--- src/rtl/mmc_mdc_p.sv ---
// LCM (repeated addition of running multiples) or GCD (subtractive Euclid) of two
// unsigned W-bit operands, run as a multi-cycle coprocessor with a start/busy/done handshake.
module mmc_mdc_p #(
  parameter int unsigned W = 32
) (
  input  logic         clk,
  input  logic         rst_n,
  input  logic         start,
  input  logic         mode,
  input  logic [W-1:0] i_a,
  input  logic [W-1:0] i_b,
  output logic         busy,
  output logic         done,
  output logic         err,
  output logic [W-1:0] res,
  output logic [W-1:0] cycles
);

  typedef enum logic {IDLE, RUN} state_t;

  state_t       state, state_n;
  logic [W-1:0] a, b, op_a, op_b, k;
  logic [W-1:0] a_n, b_n, op_a_n, op_b_n, k_n, res_n, cycles_n;
  logic         md, md_n, ovf, ovf_n, done_n, err_n;
  logic         a_lt_b, finish;
  logic [W:0]   sum;
  logic [W-1:0] k_inc;

  always_ff @(posedge clk or negedge rst_n) begin
    if (!rst_n) begin
      state  <= IDLE;
      a      <= '0;
      b      <= '0;
      op_a   <= '0;
      op_b   <= '0;
      k      <= '0;
      md     <= 1'b0;
      ovf    <= 1'b0;
      done   <= 1'b0;
      err    <= 1'b0;
      res    <= '0;
      cycles <= '0;
    end else begin
      state  <= state_n;
      a      <= a_n;
      b      <= b_n;
      op_a   <= op_a_n;
      op_b   <= op_b_n;
      k      <= k_n;
      md     <= md_n;
      ovf    <= ovf_n;
      done   <= done_n;
      err    <= err_n;
      res    <= res_n;
      cycles <= cycles_n;
    end
  end

  assign busy = (state == RUN);

  always_comb begin
    state_n  = state;
    a_n      = a;
    b_n      = b;
    op_a_n   = op_a;
    op_b_n   = op_b;
    k_n      = k;
    md_n     = md;
    ovf_n    = ovf;
    done_n   = 1'b0;
    err_n    = err;
    res_n    = res;
    cycles_n = cycles;
    finish   = 1'b0;

    a_lt_b = (a < b);
    sum    = a_lt_b ? ({1'b0, a} + {1'b0, op_a}) : ({1'b0, b} + {1'b0, op_b});
    k_inc  = (k == '1) ? k : k + 1'b1;

    case (state)
      IDLE: begin
        if (start) begin
          a_n      = i_a;
          b_n      = i_b;
          op_a_n   = i_a;
          op_b_n   = i_b;
          md_n     = mode;
          k_n      = '0;
          ovf_n    = 1'b0;
          err_n    = 1'b0;
          res_n    = '0;
          cycles_n = '0;
          state_n  = RUN;
        end
      end
      RUN: begin
        // An overflowing step is recorded and reported on the following cycle.
        if (ovf) begin
          err_n  = 1'b1;
          res_n  = '0;
          finish = 1'b1;
        end else if (a == '0 || b == '0) begin
          res_n  = md ? (a | b) : '0;
          finish = 1'b1;
        end else if (a == b) begin
          res_n  = a;
          finish = 1'b1;
        end else if (!md) begin
          if (sum[W]) begin
            ovf_n = 1'b1;
          end else begin
            if (a_lt_b) a_n = sum[W-1:0];
            else        b_n = sum[W-1:0];
            k_n = k_inc;
          end
        end else begin
          if (a_lt_b) b_n = b - a;
          else        a_n = a - b;
          k_n = k_inc;
        end
        if (finish) begin
          done_n   = 1'b1;
          cycles_n = k;
          state_n  = IDLE;
        end
      end
      default: state_n = IDLE;
    endcase
  end

endmodule

--- config.mk ---
export PLATFORM = sky130hd
export DESIGN_NAME = mmc_mdc_p
export DESIGN_NICKNAME = d
export VERILOG_FILES = /design/src/rtl/mmc_mdc_p.sv
export SDC_FILE = /design/constraint.sdc
export NUM_CORES = 1
export LEC_CHECK = 0
export ABC_AREA = 1
export CORE_ASPECT_RATIO = 0.9
export CORE_MARGIN = 10
export CORE_UTILIZATION = 41
export CTS_BUF_LIST = sky130_fd_sc_hd__clkbuf_8
export DETAILED_ROUTE_END_ITERATION = 8
export HOLD_SLACK_MARGIN = 0.1
export PLACE_DENSITY_LB_ADDON = 0.2
export SYNTH_ARGS = -nofsm -noshare
export SYNTH_HDL_FRONTEND = slang
export SYNTH_SLANG_ARGS = --single-unit
--- constraint.sdc ---
create_clock -name clk -period 3.1 [get_ports clk]
set_input_delay 0.775 -clock clk [delete_from_list [all_inputs] [get_ports clk]]
set_output_delay 0.775 -clock clk [all_outputs]
set_load 0.03 [all_outputs]
-- Yosys cells after proc, flatten, opt, wreduce, memory -nomap -nowiden
Index checks and enable logic that the tools add are counted.
- multipliers: 0
- bitwise gates (word level): 2
- muxes and demuxes: 52
- reductions and logical operators: 10
- $add $sub $neg: 5
- order comparisons: 1
- div/mod/pow operators: 0
- eq/ne operators: 14
- shift-type cells: 0
- operators with widths (cell ; count):
    $mux 32 ; 28
    $pmux 32 s2 ; 5
    $add 32x32->33 ; 2
    $logic_not 32->1 ; 2
    $sub 32x32->32 ; 2
    $mux 33 ; 1
    $add 32x1->32 const B ; 1
    $eq 32x32->1 ; 1
    $eq 32x32->1 const B ; 1
    $lt 32x32->1 ; 1
    $or 32x32->32 ; 1
    $mux 1 ; 15
    $reduce_and 7->1 ; 2
    $ne 3x3->1 const B ; 3
    $ne 2x2->1 const B ; 4
    $reduce_and 2->1 ; 4
    $pmux 1 s2 ; 3
    $reduce_and 5->1 ; 1
    $ne 2x1->1 const B ; 2
    $ne 4x1->1 const B ; 1
    $ne 3x1->1 const B ; 1
    $ne 3x2->1 const B ; 1
    $logic_or 1x1->1 ; 1
    $not 1->1 ; 1
- register bits: 229
- bits in latches: 0
- bits in writable memories: 0
- bits of input ports: 68
- ROM bits: 0
- word-level logic and storage cells: 96
- memories kept: 0

-- Longest topological paths before layout
- depth after elaboration: 9
- gate-level depth with buffers: 20
- depth with buffers taken out: 20

-- Worst setup path before layout
OpenSTA, ideal clock, no wires.
- path type: reg-to-reg
- from: register a[0]
- to: register k[28]
- path buffers: 1
- stages on the path, launching flop included: 19
- arrival: 2.386 ns
- period minus slack after synthesis: 2.505 ns
- slack: 0.595 ns
- library setup time: 0.118 ns
- cells stage by stage: dfrtp_1 > inv_1 > ha_1 > fa_1 > inv_1 > nand2_1 > nand2_2 > nand2_1 > nand2_2 > nand2_2 > nand2_4 > nand2_4 > nand2_4 > nand2_2 > nand3_4 > nand3_4 > buf_6 > nand2_1 > o21ai_2
- cells in the longest elaborated chain, start to end: 4
- RTL lines (item ; RTL line ; source):
    start, declared ; 22 ; logic [W-1:0] a, b, op_a, op_b, k;
    start signal, assigned ; 45 ; a <= a_n;
    $add 32x32->33 (tied with other cells) ; 77 ; sum = a_lt_b ? ({1'b0, a} + {1'b0, op_a}) : ({1'b0, b} + {1'b0, op_b});
    $mux 33 or $logic_or 1x1->1 (tied branches) ; 77, 102 ;
    $ne 3x3->1 (no source line) or $ne 2x2->1 (tied branches) ; - ;
    $reduce_and 5->1 (no source line) (*) ; - ;
    end signal, assigned ; 49 ; k <= k_n;
    end, declared ; 22 ;
Mark *: on every way between the ends. The rest lies on a longest branch, timed or not.
A chain may end at the register's enable or synchronous reset.

-- Final worst setup path
- from: register a[0]
- to: register b[12]
- cells in the longest elaborated chain, start to end: 9
- RTL lines (item ; RTL line ; source):
    $add 32x32->33 or $lt 32x32->1 (tied branches) ; 77, 76 ;
    $mux 33 ; 77 ;
    $mux 32 ; 112 ; if (a_lt_b) a_n = sum[W-1:0];
    $mux 32 ; 109 ; if (sum[W]) begin
    $mux 32 ; 108 ; end else if (!md) begin
    $mux 32 ; 105 ; end else if (a == b) begin
    $mux 32 ; 102 ; end else if (a == '0 || b == '0) begin
    $mux 32 ; 98 ; if (ovf) begin
    $pmux 32 s2 ; 80 ; case (state)
    end signal, assigned ; 46 ; b <= b_n;
    end, declared ; 22 ;
Several ways; a longest one is shown, not always the timed one. The select of a mux whose other input is x is not followed.

==> results.cfg <==
[clocking]
htree_levels = 2
clk_slew_on_worst_s_h_paths_ns = 0.06
clock_latency_late_sink_ns = 0.65
tritoncts = done
total_clock_sinks = 229
cts_made_buffers = 45
max-clock-path-buffers = 3
clock_root_buffer = sky130_fd_sc_hd__clkbuf_8

[floorplanning]
initial_utilization_pct = 41.5
rows = 81
number_of_top_level_pins = 135
die_width_um = 267
chipHeight_um = 243
die_area_um2 = 64800
coreArea_um2 = 54400

[timing]
setup_viol = 0
final.min_clock_period_ns = 2.97
layout_worst_path_cycle_share_pct = 95.9
slew_viol_final = 0
tightest_slew_ns = 0.851
fmax_mhz = 336
relSlewSlack_pct = 43.3
finalHoldViolCount = 0
clock_skew_ns = 0.0265

[worst_setup_path]
end_kind = register
crit_path_start_kind = register
critical_path.max_fanout = 24
startpoint = a[0]
timing.critical_path.arrival_ns = 3.49
launching_point_of_the_worst_reg2reg_path = a[0]
timing_worst_setup_path_type = register to register
worst-endpoint-required_ns = 3.61

[detailed_routing]
detailroute.via_count = 24900
detailedRoute.firstPassIterationCount = 6
postRouteAntennaNets = 0
route.final.wire_length_um = 99600
initialDrtViolationCount = 2573
post_drt_via_cell_ratio = 5.18
post-route-drc-count = 0
routedWlPerCell_um = 20.7

[synth]
synth_sequential_area_ratio_pct = 25.4
yosys.area_share.xor_xnor_pct = 1.24
yosys.area_share.simple_pct = 41.2
synthesis.nets = 4037
postSynthRegisterBits = 229
synth_edf_count = 0
synth_top_family_by_area = simple AND/OR/NAND/NOR gates
async_reset_ff_share_pct = 100
count_of_cell_types_in_the_netlist = 43
synth_warnings = 0
synth_area_in_compound_gates_pct = 9.38
synthMuxAreaShare_pct = 0
synth_top_flop_cell = sky130_fd_sc_hd__dfrtp_1
synth.avg_cell_area_um2 = 5.93
synthCells = 3805
post_synth_fa_ha_maj_area_fraction_pct = 9.23
syn_area_um2 = 22600

[global_routing]
grt_util_overall_pct = 30.0
antenna_found_initial = 4
grt_pass1_vias = 22700
grt_start_max_net_pins = 99
grt_pass1_wl_um = 147000
overflow = 0

[layout]
drive_gt1_share_pct = 8.89
synthToLayoutAreaGrowth_pct = 18.9
fin_cells = 4800
final.fill_count = 5869
num-nets-final = 4293

[placement]
numPortBuffers = 134
gp_congestion = 1.01
placed_cells_incl_taps = 4709
dpl.hpwl_um = 81800

[job]
max_cap_violations = 0

[outcome]
outcome = finished clean

[hold_path]
worst_hold_startpoint = op_a[0]
worst_hold_path_type = register to register
==> registers in the layout, indices dropped and copies added (netlist names), 32 cells and up <==
name,count
a,32
b,32
cycles,32
k,32
op_a,32
op_b,32
res,32
==> cells in the mapped netlist, drive strengths merged (7+ instances only) <==
| library cell | instances | area share [%] |
|---|---|---|
| a21oi | 104 | 2.4 |
| and2 | 15 | 0.42 |
| buf | 47 | 1.5 |
| clkbuf | 54 | 0.90 |
| dfrtp | 229 | 25 |
| ha | 160 | 8.9 |
| inv | 669 | 11 |
| nand2 | 1512 | 25 |
| nand3 | 331 | 7.5 |
| nand3b | 17 | 0.57 |
| nand4 | 50 | 1.4 |
| nor2 | 259 | 4.7 |
| nor3 | 27 | 0.62 |
| nor4 | 9 | 0.25 |
| o211ai | 32 | 1.1 |
| o21ai | 224 | 5.5 |
| or2 | 12 | 0.33 |
| xnor2 | 7 | 0.27 |
| xor2 | 25 | 0.97 |
==> worst paths after layout <==
kind                                end  slack [ns]  cells after the start
worst max-delay path              b[12]        0.13                     19
worst min-delay path            op_a[0]        0.48                      2
worst max register to register    b[12]        0.13                     19
worst min register to register  op_a[0]        0.48                      2
max in group asynchronous          a[3]        1.61                      3
min in group asynchronous       op_b[5]        0.69                      2
==> stage by stage <==
stage	hold WS, ns	util, %	instance area (µm²)	worst slack [ns]	setup TNS, ns
after detailed placement	0.463	47.2	25700	-0.0167	-0.0260
after global placement	0.458	47.2	25700	-0.0162	-0.125
final	0.479	49.3	26800	0.126	0
after global routing	0.505	49.3	26800	-0.00578	-0.00578
after floorplan	0.446	-	22600	0.595	0
after CTS	0.478	49.0	26700	0.0383	0
==> critical path, stage by stage (launching register included) <==
cell and delay [ns]:
sky130_fd_sc_hd__dfrtp_1 0.42, sky130_fd_sc_hd__inv_2 0.09, sky130_fd_sc_hd__ha_2 0.23, sky130_fd_sc_hd__fa_2 0.39, sky130_fd_sc_hd__inv_1 0.11, sky130_fd_sc_hd__nand2_1 0.07
sky130_fd_sc_hd__nand2_2 0.08, sky130_fd_sc_hd__nand2_1 0.06, sky130_fd_sc_hd__nand2_2 0.10, sky130_fd_sc_hd__nand2_2 0.10, sky130_fd_sc_hd__nand2_4 0.11, sky130_fd_sc_hd__nand2_4 0.06
sky130_fd_sc_hd__nand2_4 0.07, sky130_fd_sc_hd__buf_12 0.18, sky130_fd_sc_hd__buf_4 0.16, sky130_fd_sc_hd__nand2_1 0.14, sky130_fd_sc_hd__nand3_1 0.15, sky130_fd_sc_hd__nand2_1 0.14
sky130_fd_sc_hd__nand3_1 0.11, sky130_fd_sc_hd__nand2_1 0.05
==> layout by cell type, fill, tap and decap left out, types with 9 or more instances in the layout <==
cell                              count
sky130_fd_sc_hd__a21oi_1             99
sky130_fd_sc_hd__and2_1              15
sky130_fd_sc_hd__buf_12              14
sky130_fd_sc_hd__buf_4              160
sky130_fd_sc_hd__clkbuf_8            55
sky130_fd_sc_hd__clkdlybuf4s50_1    133
sky130_fd_sc_hd__dfrtp_1            221
sky130_fd_sc_hd__ha_1               157
sky130_fd_sc_hd__inv_1              666
sky130_fd_sc_hd__inv_2               17
sky130_fd_sc_hd__nand2_1           1497
sky130_fd_sc_hd__nand2_2             10
sky130_fd_sc_hd__nand3_1            326
sky130_fd_sc_hd__nand3b_1            17
sky130_fd_sc_hd__nand4_1             50
sky130_fd_sc_hd__nor2_1             237
sky130_fd_sc_hd__nor2_2              13
sky130_fd_sc_hd__nor3_1              26
sky130_fd_sc_hd__nor4_1               9
sky130_fd_sc_hd__o211ai_1            32
sky130_fd_sc_hd__o21ai_0            173
sky130_fd_sc_hd__o21ai_1             18
sky130_fd_sc_hd__o21ai_2             32
sky130_fd_sc_hd__or2_2               12
sky130_fd_sc_hd__xor2_1              25
==> routing by layer <==
metal	vias up	wire length (µm)	GRT usage, %
met4	2	4000	11.5
met2	1048	42600	45.3
met5	-	10	0
met3	150	8180	5.50
met1	11300	44800	41.6
li1	12300	-	-
==> final cells by class <==
cell class	instances	area [µm²]	area share, %
antenna	1	2.50	0.00933
multi-input combinational	2805	13900	51.8
timing repair buffer	309	2840	10.6
tap	705	882	3.29
sequential	229	5740	21.4
clock buffer	55	757	2.82
clock inverter	25	185	0.690
inverter	671	2520	9.41
==> cell families after synthesis <==
group / after synthesis
flip-flops: 229
buffers and inverters: 772
XOR/XNOR: 32
adder cells (fa/ha/maj): 164
AND/OR/NAND/NOR: 2236
AO/OA/AOI/OAI: 372
==> what timing repair did <==
item / in CTS / in global routing
cloned: 0 / 1
hold buffers: 1 / 0
pin swaps: 0 / 6
buffers inserted: 0 / 8
endpoints found under the setup margin: 7 / 156
resized for setup: 1 / 30
hold endpoints to repair: 12 / 0
Power is not shown: default switching activity piles up to over one toggle a cycle in this logic, so the estimate is an artifact.
